`src/rtl/rggen_axi4lite_slave_bridge_if.sv`:
```
// AXI4-Lite channel bundle and rggen register-bus bundle used by the slave bridge.
// Both are parameterised by address and data width and carry no logic.
interface rggen_axi4lite_if #(
  parameter int ADDRESS_WIDTH = 16,
  parameter int BUS_WIDTH     = 32
);
  logic                     awvalid;
  logic                     awready;
  logic [ADDRESS_WIDTH-1:0] awaddr;
  logic [2:0]               awprot;
  logic                     wvalid;
  logic                     wready;
  logic [BUS_WIDTH-1:0]     wdata;
  logic [BUS_WIDTH/8-1:0]   wstrb;
  logic                     bvalid;
  logic                     bready;
  logic [1:0]               bresp;
  logic                     arvalid;
  logic                     arready;
  logic [ADDRESS_WIDTH-1:0] araddr;
  logic [2:0]               arprot;
  logic                     rvalid;
  logic                     rready;
  logic [BUS_WIDTH-1:0]     rdata;
  logic [1:0]               rresp;

  modport master (
    output awvalid, awaddr, awprot, wvalid, wdata, wstrb, bready,
    output arvalid, araddr, arprot, rready,
    input  awready, wready, bvalid, bresp, arready, rvalid, rdata, rresp
  );

  modport slave (
    input  awvalid, awaddr, awprot, wvalid, wdata, wstrb, bready,
    input  arvalid, araddr, arprot, rready,
    output awready, wready, bvalid, bresp, arready, rvalid, rdata, rresp
  );
endinterface

interface rggen_bus_if #(
  parameter int ADDRESS_WIDTH = 16,
  parameter int BUS_WIDTH     = 32
);
  logic                     valid;
  logic                     write;
  logic [ADDRESS_WIDTH-1:0] address;
  logic [BUS_WIDTH-1:0]     write_data;
  logic [BUS_WIDTH/8-1:0]   strobe;
  logic                     ready;
  logic [1:0]               status;
  logic [BUS_WIDTH-1:0]     read_data;

  modport master (
    output valid, write, address, write_data, strobe,
    input  ready, status, read_data
  );

  modport slave (
    input  valid, write, address, write_data, strobe,
    output ready, status, read_data
  );
endinterface

```
`src/rtl/rggen_axi4lite_slave_bridge.sv`:
```
// AXI4-Lite slave to rggen bus bridge: AW/W/AR held per channel, one bus access at a time.
// Bus valid the cycle after the last request handshake; B/R held until bready/rready.
module rggen_axi4lite_slave_bridge #(
  parameter int ADDRESS_WIDTH = 16,
  parameter int BUS_WIDTH     = 32,
  parameter bit WRITE_FIRST   = 1'b1
) (
  input logic         i_clk,
  input logic         i_rst_n,
  rggen_axi4lite_if.slave axi4lite_if,
  rggen_bus_if.master     bus_if
);
  localparam int STRB_WIDTH = BUS_WIDTH / 8;

  localparam logic [1:0] IDLE       = 2'd0;
  localparam logic [1:0] BUS_ACCESS = 2'd1;
  localparam logic [1:0] RESPONSE   = 2'd2;

  logic [1:0]               state_q,   state_d;
  logic                     prio_q,    prio_d;
  logic                     write_q,   write_d;
  logic                     aw_hold_q, aw_hold_d;
  logic                     w_hold_q,  w_hold_d;
  logic                     ar_hold_q, ar_hold_d;
  logic [ADDRESS_WIDTH-1:0] awaddr_q,  awaddr_d;
  logic [ADDRESS_WIDTH-1:0] araddr_q,  araddr_d;
  logic [BUS_WIDTH-1:0]     wdata_q,   wdata_d;
  logic [STRB_WIDTH-1:0]    wstrb_q,   wstrb_d;
  logic [1:0]               status_q,  status_d;
  logic [BUS_WIDTH-1:0]     rdata_q,   rdata_d;

  logic aw_hs, w_hs, ar_hs, b_hs, r_hs;
  logic write_elig, read_elig;
  logic bus_valid;
  logic unused_prot;

  assign unused_prot = ^{axi4lite_if.awprot, axi4lite_if.arprot};

  assign aw_hs = axi4lite_if.awvalid && !aw_hold_q;
  assign w_hs  = axi4lite_if.wvalid  && !w_hold_q;
  assign ar_hs = axi4lite_if.arvalid && !ar_hold_q;
  assign b_hs  = (state_q == RESPONSE) &&  write_q && axi4lite_if.bready;
  assign r_hs  = (state_q == RESPONSE) && !write_q && axi4lite_if.rready;

  // Same-cycle handshakes count as held so the access starts the very next cycle.
  assign write_elig = (aw_hold_q || aw_hs) && (w_hold_q || w_hs);
  assign read_elig  = ar_hold_q || ar_hs;

  always_comb begin
    state_d   = state_q;
    prio_d    = prio_q;
    write_d   = write_q;
    aw_hold_d = aw_hold_q;
    w_hold_d  = w_hold_q;
    ar_hold_d = ar_hold_q;
    awaddr_d  = awaddr_q;
    araddr_d  = araddr_q;
    wdata_d   = wdata_q;
    wstrb_d   = wstrb_q;
    status_d  = status_q;
    rdata_d   = rdata_q;

    if (aw_hs) begin
      aw_hold_d = 1'b1;
      awaddr_d  = axi4lite_if.awaddr;
    end
    if (w_hs) begin
      w_hold_d = 1'b1;
      wdata_d  = axi4lite_if.wdata;
      wstrb_d  = axi4lite_if.wstrb;
    end
    if (ar_hs) begin
      ar_hold_d = 1'b1;
      araddr_d  = axi4lite_if.araddr;
    end

    case (state_q)
      IDLE: begin
        if (write_elig || read_elig) begin
          state_d = BUS_ACCESS;
          write_d = write_elig && (!read_elig || prio_q);
          if (write_elig && read_elig) begin
            prio_d = !prio_q;
          end
        end
      end
      BUS_ACCESS: begin
        if (bus_if.ready) begin
          status_d = bus_if.status;
          rdata_d  = bus_if.read_data;
          state_d  = RESPONSE;
        end
      end
      RESPONSE: begin
        if (b_hs) begin
          aw_hold_d = 1'b0;
          w_hold_d  = 1'b0;
          state_d   = IDLE;
        end
        if (r_hs) begin
          ar_hold_d = 1'b0;
          state_d   = IDLE;
        end
      end
      default: state_d = IDLE;
    endcase
  end

  always_ff @(posedge i_clk or negedge i_rst_n) begin
    if (!i_rst_n) begin
      state_q   <= IDLE;
      prio_q    <= WRITE_FIRST;
      write_q   <= 1'b0;
      aw_hold_q <= 1'b0;
      w_hold_q  <= 1'b0;
      ar_hold_q <= 1'b0;
      awaddr_q  <= '0;
      araddr_q  <= '0;
      wdata_q   <= '0;
      wstrb_q   <= '0;
      status_q  <= '0;
      rdata_q   <= '0;
    end else begin
      state_q   <= state_d;
      prio_q    <= prio_d;
      write_q   <= write_d;
      aw_hold_q <= aw_hold_d;
      w_hold_q  <= w_hold_d;
      ar_hold_q <= ar_hold_d;
      awaddr_q  <= awaddr_d;
      araddr_q  <= araddr_d;
      wdata_q   <= wdata_d;
      wstrb_q   <= wstrb_d;
      status_q  <= status_d;
      rdata_q   <= rdata_d;
    end
  end

  assign axi4lite_if.awready = !aw_hold_q;
  assign axi4lite_if.wready  = !w_hold_q;
  assign axi4lite_if.arready = !ar_hold_q;
  assign axi4lite_if.bvalid  = (state_q == RESPONSE) &&  write_q;
  assign axi4lite_if.rvalid  = (state_q == RESPONSE) && !write_q;
  assign axi4lite_if.bresp   = status_q;
  assign axi4lite_if.rresp   = status_q;
  assign axi4lite_if.rdata   = rdata_q;

  // Bus outputs are forced to zero whenever no access is in progress.
  assign bus_valid         = (state_q == BUS_ACCESS);
  assign bus_if.valid      = bus_valid;
  assign bus_if.write      = bus_valid && write_q;
  assign bus_if.address    = !bus_valid ? '0 : (write_q ? awaddr_q : araddr_q);
  assign bus_if.write_data = (bus_valid && write_q) ? wdata_q : '0;
  assign bus_if.strobe     = (bus_valid && write_q) ? wstrb_q : '0;
endmodule
```
`src/flat_wrapper.sv`:
```
// flat-port wrapper written by rule: the top's interface ports become plain ports
module rggen_axi4lite_slave_bridge_flat 
#(
  parameter int ADDRESS_WIDTH = 16,
  parameter int BUS_WIDTH     = 32,
  parameter bit WRITE_FIRST   = 1'b1
)
  (i_clk, i_rst_n, axi4lite_if_awvalid, axi4lite_if_awaddr, axi4lite_if_awprot, axi4lite_if_wvalid, axi4lite_if_wdata, axi4lite_if_wstrb, axi4lite_if_bready, axi4lite_if_arvalid, axi4lite_if_araddr, axi4lite_if_arprot, axi4lite_if_rready, axi4lite_if_awready, axi4lite_if_wready, axi4lite_if_bvalid, axi4lite_if_bresp, axi4lite_if_arready, axi4lite_if_rvalid, axi4lite_if_rdata, axi4lite_if_rresp, bus_if_valid, bus_if_write, bus_if_address, bus_if_write_data, bus_if_strobe, bus_if_ready, bus_if_status, bus_if_read_data);
  rggen_axi4lite_if #(.ADDRESS_WIDTH(ADDRESS_WIDTH), .BUS_WIDTH(BUS_WIDTH)) axi4lite_if_i ();
  rggen_bus_if #(.ADDRESS_WIDTH(ADDRESS_WIDTH), .BUS_WIDTH(BUS_WIDTH)) bus_if_i ();
  input logic i_clk;
  input logic i_rst_n;
  input wire logic [$bits(axi4lite_if_i.awvalid)-1:0] axi4lite_if_awvalid;
  input wire logic [$bits(axi4lite_if_i.awaddr)-1:0] axi4lite_if_awaddr;
  input wire logic [$bits(axi4lite_if_i.awprot)-1:0] axi4lite_if_awprot;
  input wire logic [$bits(axi4lite_if_i.wvalid)-1:0] axi4lite_if_wvalid;
  input wire logic [$bits(axi4lite_if_i.wdata)-1:0] axi4lite_if_wdata;
  input wire logic [$bits(axi4lite_if_i.wstrb)-1:0] axi4lite_if_wstrb;
  input wire logic [$bits(axi4lite_if_i.bready)-1:0] axi4lite_if_bready;
  input wire logic [$bits(axi4lite_if_i.arvalid)-1:0] axi4lite_if_arvalid;
  input wire logic [$bits(axi4lite_if_i.araddr)-1:0] axi4lite_if_araddr;
  input wire logic [$bits(axi4lite_if_i.arprot)-1:0] axi4lite_if_arprot;
  input wire logic [$bits(axi4lite_if_i.rready)-1:0] axi4lite_if_rready;
  output wire logic [$bits(axi4lite_if_i.awready)-1:0] axi4lite_if_awready;
  output wire logic [$bits(axi4lite_if_i.wready)-1:0] axi4lite_if_wready;
  output wire logic [$bits(axi4lite_if_i.bvalid)-1:0] axi4lite_if_bvalid;
  output wire logic [$bits(axi4lite_if_i.bresp)-1:0] axi4lite_if_bresp;
  output wire logic [$bits(axi4lite_if_i.arready)-1:0] axi4lite_if_arready;
  output wire logic [$bits(axi4lite_if_i.rvalid)-1:0] axi4lite_if_rvalid;
  output wire logic [$bits(axi4lite_if_i.rdata)-1:0] axi4lite_if_rdata;
  output wire logic [$bits(axi4lite_if_i.rresp)-1:0] axi4lite_if_rresp;
  output wire logic [$bits(bus_if_i.valid)-1:0] bus_if_valid;
  output wire logic [$bits(bus_if_i.write)-1:0] bus_if_write;
  output wire logic [$bits(bus_if_i.address)-1:0] bus_if_address;
  output wire logic [$bits(bus_if_i.write_data)-1:0] bus_if_write_data;
  output wire logic [$bits(bus_if_i.strobe)-1:0] bus_if_strobe;
  input wire logic [$bits(bus_if_i.ready)-1:0] bus_if_ready;
  input wire logic [$bits(bus_if_i.status)-1:0] bus_if_status;
  input wire logic [$bits(bus_if_i.read_data)-1:0] bus_if_read_data;
  assign axi4lite_if_i.awvalid = axi4lite_if_awvalid;
  assign axi4lite_if_i.awaddr = axi4lite_if_awaddr;
  assign axi4lite_if_i.awprot = axi4lite_if_awprot;
  assign axi4lite_if_i.wvalid = axi4lite_if_wvalid;
  assign axi4lite_if_i.wdata = axi4lite_if_wdata;
  assign axi4lite_if_i.wstrb = axi4lite_if_wstrb;
  assign axi4lite_if_i.bready = axi4lite_if_bready;
  assign axi4lite_if_i.arvalid = axi4lite_if_arvalid;
  assign axi4lite_if_i.araddr = axi4lite_if_araddr;
  assign axi4lite_if_i.arprot = axi4lite_if_arprot;
  assign axi4lite_if_i.rready = axi4lite_if_rready;
  assign axi4lite_if_awready = axi4lite_if_i.awready;
  assign axi4lite_if_wready = axi4lite_if_i.wready;
  assign axi4lite_if_bvalid = axi4lite_if_i.bvalid;
  assign axi4lite_if_bresp = axi4lite_if_i.bresp;
  assign axi4lite_if_arready = axi4lite_if_i.arready;
  assign axi4lite_if_rvalid = axi4lite_if_i.rvalid;
  assign axi4lite_if_rdata = axi4lite_if_i.rdata;
  assign axi4lite_if_rresp = axi4lite_if_i.rresp;
  assign bus_if_valid = bus_if_i.valid;
  assign bus_if_write = bus_if_i.write;
  assign bus_if_address = bus_if_i.address;
  assign bus_if_write_data = bus_if_i.write_data;
  assign bus_if_strobe = bus_if_i.strobe;
  assign bus_if_i.ready = bus_if_ready;
  assign bus_if_i.status = bus_if_status;
  assign bus_if_i.read_data = bus_if_read_data;
  rggen_axi4lite_slave_bridge #(.ADDRESS_WIDTH(ADDRESS_WIDTH), .BUS_WIDTH(BUS_WIDTH), .WRITE_FIRST(WRITE_FIRST)) u_core (.i_clk(i_clk), .i_rst_n(i_rst_n), .axi4lite_if(axi4lite_if_i), .bus_if(bus_if_i));
endmodule
```
`config.mk`:
```
export PLATFORM = sky130hd
export DESIGN_NAME = rggen_axi4lite_slave_bridge_flat
export DESIGN_NICKNAME = d
export VERILOG_FILES = /design/src/rtl/rggen_axi4lite_slave_bridge_if.sv /design/src/rtl/rggen_axi4lite_slave_bridge.sv /design/src/flat_wrapper.sv
export SDC_FILE = /design/constraint.sdc
export NUM_CORES = 1
export LEC_CHECK = 0
export CORE_MARGIN = 1
export CORE_UTILIZATION = 45
export CTS_CLUSTER_DIAMETER = 120
export DETAILED_ROUTE_END_ITERATION = 12
export PLACE_DENSITY = 0.84
export SETUP_SLACK_MARGIN = 0.3
export SKIP_LAST_GASP = 1
export SYNTH_ARGS = -nofsm -noshare
export SYNTH_HDL_FRONTEND = slang
export SYNTH_SLANG_ARGS = --single-unit
```
`constraint.sdc`:
```
create_clock -name i_clk -period 3.95 [get_ports i_clk]
set_clock_uncertainty 0.2 [all_clocks]
set_input_delay 0.79 -clock i_clk [delete_from_list [all_inputs] [get_ports i_clk]]
set_output_delay 0.79 -clock i_clk [all_outputs]
set_load 0.03 [all_outputs]
```
==> results.tsv <==
metric	value	unit
leading cell type in the layout, fill and taps excluded	clkdlybuf4s50_1	
Residual DRC	0	
RSZ-0062 raised after global routing	no	
Synth area leader	dfrtp_1	
Least-Margin Pin Slew	0.831	ns
post-CTS setup buffers	0	
Bufs on Longest Clock Path	2	
Worst path top cell family by delay	buffers and inverters	
Avg Cell Area, Syn	14.2	um^2
commonest non-fill, non-tap cells in the layout	clkdlybuf4s50_1 (203), dfrtp_1 (107), mux2_2 (74)	
die area	11000	um^2
gpl congestion	0.740	
Worst VDD drop	0.550	mV
worst reg2reg endpoint	u_core.axi4lite_if.rdata[28]	
Warnings, synthesis	0	
drt first pass iters	4	
Synthesized Nets	451	
CP Buf/Inv Count	2	
First DRT Iteration DRCs	118	
cts hold-fix bufs	0	
count of cell types in the netlist	25	
final setup fails	0	
Psw	2.23	mW
Clock power frac	0.123	
Total Power	5.74	mW
CP Data Arrival Time	2.49	ns
WL final	11200	um
CP max-delay cell	dfrtp_2	
met3 wire length	650	um
CTS resizes	0	
n_diodes	0	
post-synthesis async set-or-reset flop share	1.00	
CP startpoint kind	flop	
Post-synth EDFFs	0	
Max transition margin	0.446	
sequential area share after synthesis	0.574	
Vias	3348	
post-synth design cell area	4750	um^2
GR Util All Layers	0.207	
dpl cell area	6880	um^2
CP Data Required Time	2.96	ns
period utilization	0.882	
Skew-Pair Late Insertion Delay	0.35	ns
routed length on met1	4570	um
design area	7090	um^2
ys flop type	dfrtp_1	
Comb pwr share	0.523	
Initial Util	0.463	
max_cap viols	0	
Synth top area share	0.569	
Final nets	648	
number of global-route vias before repair	3522	
Final min period	3.48	ns
placement row count	37	
final hold violation count	0	
Worst path max stage delay	0.92	ns
Port-buffer cells	204	
GRT overflow	0	
status	finished clean	
critical-path cell list	buf_4, mux2i_1, nor2_1, clkdlybuf4s50_1	
root buffer cell	clkbuf_8	
die height	105	um
io pins	211	
R2R depth	5	
clock sink count	109	
CP endpoint kind	primary output	
die width	105	um
first-pass GRT wire length	17800	um
class of the worst hold path	in2async	
worst slack, placed	0.862	ns
number of synthesized register bits	109	
P&R area growth vs syn	49.2	%
antenna-violating nets left	0	
reg2reg start	u_core.state_q[1]	
dominant cells by area after synthesis	dfrtp_1 (57%), mux2_2 (18%), mux2_4 (9.2%)	
leak pwr	3.18	nW
htree depth	3	
CTS tree	built	
per-cell routed wire length	16.6	um
final worst slack	0.468	ns
Highest Signal Layer	met4	
layout cell share with drive strength beyond 1	0.246	
Sw Share	0.389	
critical path fanouts, max	48	
Power Density	809	nW/um^2
hpwl dp	8070	um
met2 routed WL	5750	um
largest net degree at the start of global routing	49	
TNS Setup	0	ns
Synth Instances	335	
CTS Buf Count	9	
Seq pwr share	0.354	
initial antenna violation count	0	
core box area	10300	um^2
max-slew violation count	0	
Max Fclk	287	MHz
R2R Setup Slk	1.67	ns
Setup CP Type	reg2out	
Reg clk slew, reported paths	0.11	ns
Internal Pwr Total	3.51	mW
Vias/cell	4.97	
## layer usage
metal,global-route usage,vias to the layer above
met5,0,-
met4,0.0765,0
met3,0.0412,17
met2,0.357,117
met1,0.259,1655
li1,-,1559
## metrics by stage
step	utilization	std cells	hold WS [ns]
finish	0.690	673	0.218
global route	0.690	673	0.259
CTS	0.690	673	0.220
detailed placement	0.669	657	0.289
global placement	0.669	657	0.280
floorplan	-	335	0.273
## Yosys cell counts, types with 3 or more instances
cell	count
nor2_1	23
buf_6	4
dfrtp_1	108
buf_2	12
a21oi_1	3
mux2_4	29
and3_1	36
inv_1	4
nor2b_1	3
mux2_2	74
clkbuf_1	4
mux2i_1	16
## state kept, by name (all words and copies together), names as in the netlist
register and cells:
u_core.ar_hold_q 1, u_core.axi4lite_if.bresp 2, u_core.araddr_q 16, u_core.write_q 1
u_core.axi4lite_if.rdata 32, u_core.state_q 2, u_core.aw_hold_q 1, u_core.prio_q 1
u_core.wdata_q 32, u_core.wstrb_q 4, u_core.awaddr_q 16, u_core.w_hold_q 1
## worst register-to-register path, stage by stage (launching register included)
cell and delay [ns]:
dfrtp_1 0.44, nand2b_1 0.17, buf_4 0.22, inv_4 0.28
nand2_4 0.41, mux2_4 0.45
## power groups by stage
stage	Clock, mW	Sequential (mW)	Combinational, mW
floorplan	0	2.27	1.66
global placement	0	2.01	2.97
detailed placement	0	2.05	3.03
CTS	0.736	2.03	3.03
global route	0.777	2.10	3.17
finish	0.708	2.03	3.00
## cell type report
cell class / count / area [um^2]
fill: 757 / 3190
sequential: 109 / 2730
timing repair buffer: 211 / 2090
multi-input combinational: 196 / 1860
tap: 136 / 170
clock buffer: 11 / 151
clock inverter: 5 / 65.1
inverter: 5 / 21.3
## kinds of logic after synthesis
logic type	Yosys count	share of synthesized area
DFF	109	0.574
xor gates and xnor gates	1	0.00184
muxes	119	0.301
and+or+nand+nor	68	0.0779
buffers and inverters	30	0.0358
AOI/OAI and AO/OA	8	0.00974
## worst max path at each step
stage,start,end,slack [ns],cells after the start
after floorplan,u_core.state_q[1],bus_if_write_data[22],1.46,6
after global placement,u_core.write_q,bus_if_address[0],0.84,4
after detailed placement,u_core.write_q,bus_if_address[0],0.86,4
after CTS,u_core.write_q,bus_if_address[0],0.45,4
after global routing,u_core.write_q,bus_if_address[2],0.34,4
final,u_core.write_q,bus_if_address[2],0.47,4
No activity file was read; power rests on OpenSTA's default activity.
